<file path="src/rtl/regfile_access_ctrl.sv">
// regfile_access_ctrl
// Sequences decode operand reads and write-back requests onto a dual-read /
// single-write register file with one-cycle registered read data. Writes take
// priority over reads. Writes to the PC index are turned into a one-cycle
// redirect strobe, because the register file does not hold the PC.
module regfile_access_ctrl #(
    parameter int DW      = 32,
    parameter int AW      = 4,
    parameter int PC_ADDR = 15
) (
    input  logic          clk,
    input  logic          reset,
    // operand read request from decode
    input  logic          op_valid,
    output logic          op_ready,
    input  logic [AW-1:0] op_ra,
    input  logic [AW-1:0] op_rb,
    // operand response
    output logic          opd_valid,
    input  logic          opd_ready,
    output logic [DW-1:0] opd_a,
    output logic [DW-1:0] opd_b,
    // write-back request
    input  logic          wb_valid,
    output logic          wb_ready,
    input  logic [AW-1:0] wb_addr,
    input  logic [DW-1:0] wb_data,
    // register file port
    output logic [AW-1:0] rf_a1,
    output logic [AW-1:0] rf_a2,
    output logic [AW-1:0] rf_a3,
    output logic [DW-1:0] rf_wd3,
    output logic          rf_we3,
    input  logic [DW-1:0] rf_rd1,
    input  logic [DW-1:0] rf_rd2,
    // PC redirect
    output logic          pc_wr_valid,
    output logic [DW-1:0] pc_wr_data
);

    localparam logic [AW-1:0] PC_IDX = AW'(PC_ADDR);

    typedef enum logic [1:0] {
        IDLE    = 2'd0,
        RD_WAIT = 2'd1,
        RESP    = 2'd2
    } state_t;

    state_t        state_q, state_d;
    logic [AW-1:0] ra_q, ra_d;
    logic [AW-1:0] rb_q, rb_d;
    logic          opd_valid_q, opd_valid_d;
    logic [DW-1:0] opd_a_q, opd_a_d;
    logic [DW-1:0] opd_b_q, opd_b_d;
    logic          pc_valid_q, pc_valid_d;
    logic [DW-1:0] pc_data_q, pc_data_d;

    logic wb_fire;
    logic wr_cycle;
    logic pc_cycle;
    logic rd_issue;

    // Write-back handshake decode; PC writes never reach the register file.
    assign wb_ready = (state_q != RD_WAIT);
    assign wb_fire  = wb_valid & wb_ready;
    assign wr_cycle = wb_fire & (wb_addr != PC_IDX);
    assign pc_cycle = wb_fire & (wb_addr == PC_IDX);

    // A read may only issue in IDLE on a cycle with no pending write-back.
    assign op_ready = (state_q == IDLE) & ~wb_valid;
    assign rd_issue = op_valid & op_ready;

    // Register file port drive. rf_a1 doubles as the write-qualifying address
    // during a write cycle; otherwise both read ports show the issuing or
    // latched read addresses. rf_we3 is held low while in reset.
    assign rf_we3 = wr_cycle & ~reset;
    assign rf_a3  = wb_addr;
    assign rf_wd3 = wb_data;
    assign rf_a1  = wr_cycle ? wb_addr : (rd_issue ? op_ra : ra_q);
    assign rf_a2  = rd_issue ? op_rb : rb_q;

    assign opd_valid   = opd_valid_q;
    assign opd_a       = opd_a_q;
    assign opd_b       = opd_b_q;
    assign pc_wr_valid = pc_valid_q;
    assign pc_wr_data  = pc_data_q;

    // Next-state logic: read sequencing, operand capture and PC strobe.
    always_comb begin
        state_d     = state_q;
        ra_d        = ra_q;
        rb_d        = rb_q;
        opd_valid_d = opd_valid_q;
        opd_a_d     = opd_a_q;
        opd_b_d     = opd_b_q;
        pc_valid_d  = 1'b0;
        pc_data_d   = pc_data_q;

        if (pc_cycle) begin
            pc_valid_d = 1'b1;
            pc_data_d  = wb_data;
        end

        unique case (state_q)
            IDLE: begin
                if (rd_issue) begin
                    ra_d    = op_ra;
                    rb_d    = op_rb;
                    state_d = RD_WAIT;
                end
            end
            RD_WAIT: begin
                // Read data registered at the end of the issue cycle is
                // present now; capture it into the response registers.
                opd_a_d     = rf_rd1;
                opd_b_d     = rf_rd2;
                opd_valid_d = 1'b1;
                state_d     = RESP;
            end
            RESP: begin
                if (opd_ready) begin
                    opd_valid_d = 1'b0;
                    state_d     = IDLE;
                end
            end
            default: begin
                opd_valid_d = 1'b0;
                state_d     = IDLE;
            end
        endcase
    end

    // State and output registers with synchronous reset.
    always_ff @(posedge clk) begin
        if (reset) begin
            state_q     <= IDLE;
            ra_q        <= '0;
            rb_q        <= '0;
            opd_valid_q <= 1'b0;
            opd_a_q     <= '0;
            opd_b_q     <= '0;
            pc_valid_q  <= 1'b0;
            pc_data_q   <= '0;
        end else begin
            state_q     <= state_d;
            ra_q        <= ra_d;
            rb_q        <= rb_d;
            opd_valid_q <= opd_valid_d;
            opd_a_q     <= opd_a_d;
            opd_b_q     <= opd_b_d;
            pc_valid_q  <= pc_valid_d;
            pc_data_q   <= pc_data_d;
        end
    end

endmodule

</file>
<file path="config.mk">
export PLATFORM = sky130hd
export DESIGN_NAME = regfile_access_ctrl
export DESIGN_NICKNAME = d
export VERILOG_FILES = /design/src/rtl/regfile_access_ctrl.sv
export SDC_FILE = /design/constraint.sdc
export NUM_CORES = 1
export LEC_CHECK = 0
export ABC_AREA = 1
export CORE_MARGIN = 5
export CORE_UTILIZATION = 40
export DETAILED_ROUTE_END_ITERATION = 12
export PLACE_DENSITY_LB_ADDON = 0.3
export SYNTH_ARGS = -nofsm -noshare
export SYNTH_HDL_FRONTEND = slang
export SYNTH_SLANG_ARGS = --single-unit
</file>
<file path="constraint.sdc">
create_clock -name clk -period 4 [get_ports clk]
set_clock_uncertainty 0.2 [all_clocks]
set_input_delay 0.8 -clock clk [delete_from_list [all_inputs] [get_ports clk]]
set_output_delay 0.8 -clock clk [all_outputs]
set_load 0.02 [all_outputs]
</file>
# After elaboration in Yosys (flattened, before gate mapping)
# Index checks and enable logic that the tools add are counted.
dict set report word_totals {
  out_inout_bits 145
  inputBits 113
  ff_bits 108
}
dict set report classes {
  n_mux 9
  n_eq_ne 7
  bitwise_logic 9
  n_reduce_logical 3
}
# operator n
set op_table {}
lappend op_table {{$mux 4} 3}
lappend op_table {{$and 1x1->1} 6}
lappend op_table {{$pmux 2 s3} 1}
lappend op_table {{$eq 4x4->1 const B} 1}
lappend op_table {{$mux 2} 2}
lappend op_table {{$ne 2x2->1 const B} 2}
lappend op_table {{$ne 4x4->1 const B} 1}
lappend op_table {{$reduce_and 2->1} 2}
lappend op_table {{$not 1->1} 3}
lappend op_table {{$pmux 1 s3} 1}
lappend op_table {{$eq 2x1->1 const B} 1}
lappend op_table {{$eq 2x2->1 const B} 1}
lappend op_table {{$logic_not 2->1} 1}
lappend op_table {{$mux 1} 2}
lappend op_table {{$ne 2x1->1 const B} 1}

# Logic depth before layout (Yosys ltp)
dict set report depth {
  ltp_word 5
  depth_mapped 7
  mapped_depth_nobuf 6
}

# Worst setup path after synthesis
# OpenSTA, ideal clock, no wires.
dict set report synth_timing {
  kind {input -> output}
  start {in op_valid}
  end {out rf_a1[0]}
  t_arrival_ns 1.575
  t_required_ns 3.000
  path_stages 5
  slack_ns 1.425
  cell_sequence {buf_1 -> nand3_2 -> nand2_1 -> nand3_1 -> nand2_1}
}
dict set report synth_via {
  elab_chain_cells 3
}
# element line
set synth_lines {}
lappend synth_lines {{start, declared} 14} ;# input logic op_valid,
lappend synth_lines {{$and 1x1->1} 71} ;# assign rd_issue = op_valid & op_ready;
lappend synth_lines {{$mux 4} -}
lappend synth_lines {{$mux 4} 79} ;# assign rf_a1 = wr_cycle ? wb_addr : (rd_issue ? op_ra : ra_q);
lappend synth_lines {{end, declared} 29} ;# output logic [AW-1:0] rf_a1,
# No other way between the ends.

# Worst setup path after layout
dict set report layout_timing {
  start {in op_valid}
  end {out rf_a1[3]}
}
# Same word-level chain as after synthesis.

==> impl_metrics.yaml <==
timing:
  worst_hold_slack_ps: 285
  grt_setup_unrepaired: "no"
  hold_viol: 0
  period_minus_slack_ps: 3710
  fin_ws_ps: 287
  fin_tns_setup_ps: 0
  slew_headroom_pct: 51.6
  setup_viol: 0
  tightest_slew_ps: 725
  max_freq_mhz: 269
  drv_slew: 0
  period_share_pct: 92.8
hold_path:
  holdPathStages: 2
  hold_path_class: "flop to flop"
placed_design:
  dp.cells: 953
  io_buffer_count: 257
  dp.final_hpwl_um: 10700
  place_ws_ps: 347
  gp_routability_congestion: 0.857
  placed_area_um2: 6810
setup_path:
  start_kind: "input port"
  path_cells: "clkdlybuf4s50_1, nand3_2, nand2_1, nand3_1, nand2_1, clkdlybuf4s50_1"
  r2r_slack_ps: 1600
  arrival_ps: 2710
  r2r_cells: 6
  path_class: "input port to primary output"
  cp-end-kind: "primary output"
  cpPeakStageDelay_ps: 660
  worstPathRequired_ps: 3000
  crit_slowest_cell: "clkdlybuf4s50_1"
  crit_path_max_fanout: 9
routing:
  wl_um: 14000
  met2_length_um: 6760
  vias: 4559
  route.detailed.drc: 0
  antenna_left: 0
  top_layer: "met4"
  dr_wl_met3_um: 1670
  wl_met1_um: 5260
  via_per_inst: 4.70
  first_pass_iters: 4
  dr.first_iter.drc_count: 297
  drt-wirelength-per-cell_um: 14.5
global_routing:
  grt_pass1_vias: 4337
  grt_pass1_wl_um: 21900
  overflow: 0
  grtUsageTotal_pct: 20.8
  antenna_found_initial: 0
  grt_max_degree: 67
synth:
  ys_ff_latch: 108
  netlist_instances: 621
  syn_area_um2: 4430
  synth_nets: 734
  synth_warnings: 0
  ys_seq_area_share_pct: 48.8
  netlist-cell-type-count: 18
  synth.avg_cell_area_um2: 7.13
final_layout:
  mostFrequentLayoutCells: "clkdlybuf4s50_1 (257), nor2_1 (205), dfxtp_1 (108), o21ai_0 (65), nand2_1 (58)"
  drive_gt1_share_pct: 3.62
  n_antenna_cell: 0
  fillerInstances: 937
  multi_input_area_um2: 1620
  ff_latch_area_um2: 2160
  fin_util_pct: 64.8
  mostFrequentLayoutCell: "clkdlybuf4s50_1"
  nets: 937
  area_growth_pct: 58.5
  final_area_um2: 7020
  final_cells: 969
clocking:
  clkSlewWorstSetupHoldPaths_ps: 90
  cts_setup_buffers: 0
  clock-root-buffer: "clkbuf_8"
  cts.hold.buffers_added: 0
  cts_sinks: 108
  insertion_delay_ps: 360
  cts.repair.resized: 0
  cts_buffers: 9
  clockBufferDepth: 2
  htreeDepth: 3
  tritoncts: "done"
floorplan:
  die_w_um: 115
  rows: 38
  io_pins: 258
  dieHeight_um: 115
  coreArea_um2: 10800
  initial_core_util_pct: 40.9
  dieArea_um2: 13300
run:
  maxCapViolCount: 0
power:
  total_power_mw: 2.37
  power_density_nw_per_um2: 338
  p_leak_nw: 2.88
  ir_worst_vdd_mv: 0.193
run_status:
  status: "complete, no violations"
worst paths after layout:
check	from	endpoint
max	op_valid	rf_a1[3]
min	opd_a[31]	opd_a[31]
max reg2reg	state_q[0]	opd_b[11]
min reg2reg	opd_a[31]	opd_a[31]
layout make-up:
class,count,share of cell area (%)
repair buffers,263,37.5
well taps,140,2.49
multi-input cells,384,23.1
inverters,58,3.10
clock buffers,13,2.41
clock inverters,3,0.624
flip-flops and latches,108,30.8
power breakdown:
part / internal (mW) / switching (mW) / total, mW
logic: 0.266 / 0.260 / 0.526
registers: 1.12 / 0.0247 / 1.15
clock network: 0.342 / 0.356 / 0.698
total: 1.73 / 0.641 / 2.37
worst max-delay path: cells and delay by family:
kind          cells  cell delay [ps]
buf+inv           2             1300
simple gates      4              590
synth_stat cells:
library cell	count	share of area, %
a21oi_4	1	0.37
inv_1	56	4.7
nand2_1	58	4.9
nand2_2	1	0.14
nand4_1	8	1.1
nor2_2	2	0.28
buf_4	40	6.8
clkbuf_1	15	1.3
inv_2	2	0.17
buf_1	6	0.51
nor2_1	206	17
o21ai_0	65	7.3
nand3_1	40	4.5
buf_2	9	1.0
clkbuf_2	1	0.11
nand3_2	1	0.23
nor3_1	2	0.23
dfxtp_1	108	49
layer usage:
layer | vias up | global-route usage [%]
li1 | 2282 | -
met1 | 2030 | 22.4
met2 | 220 | 35.9
met3 | 27 | 8.84
met4 | 0 | 7.98
met5 | - | 0
state kept, by name (all words and copies together), names as in the netlist:
| name | cells |
|---|---|
| pc_wr_data | 32 |
| ra_q | 4 |
| opd_a | 32 |
| rb_q | 4 |
| opd_valid | 1 |
| opd_b | 32 |
| state_q | 2 |
| pc_wr_valid | 1 |
kinds of logic (layout without fill, tap and decap cells):
logic type / count (synthesis) / after routing / share of synthesized area [%]
and+or+nand+nor: 318 / 318 / 28.9
buffers and inverters: 129 / 337 / 14.6
DFF: 108 / 108 / 48.8
AOI/OAI and AO/OA: 66 / 66 / 7.71
Note: power is estimated with default switching activity, not from simulation.
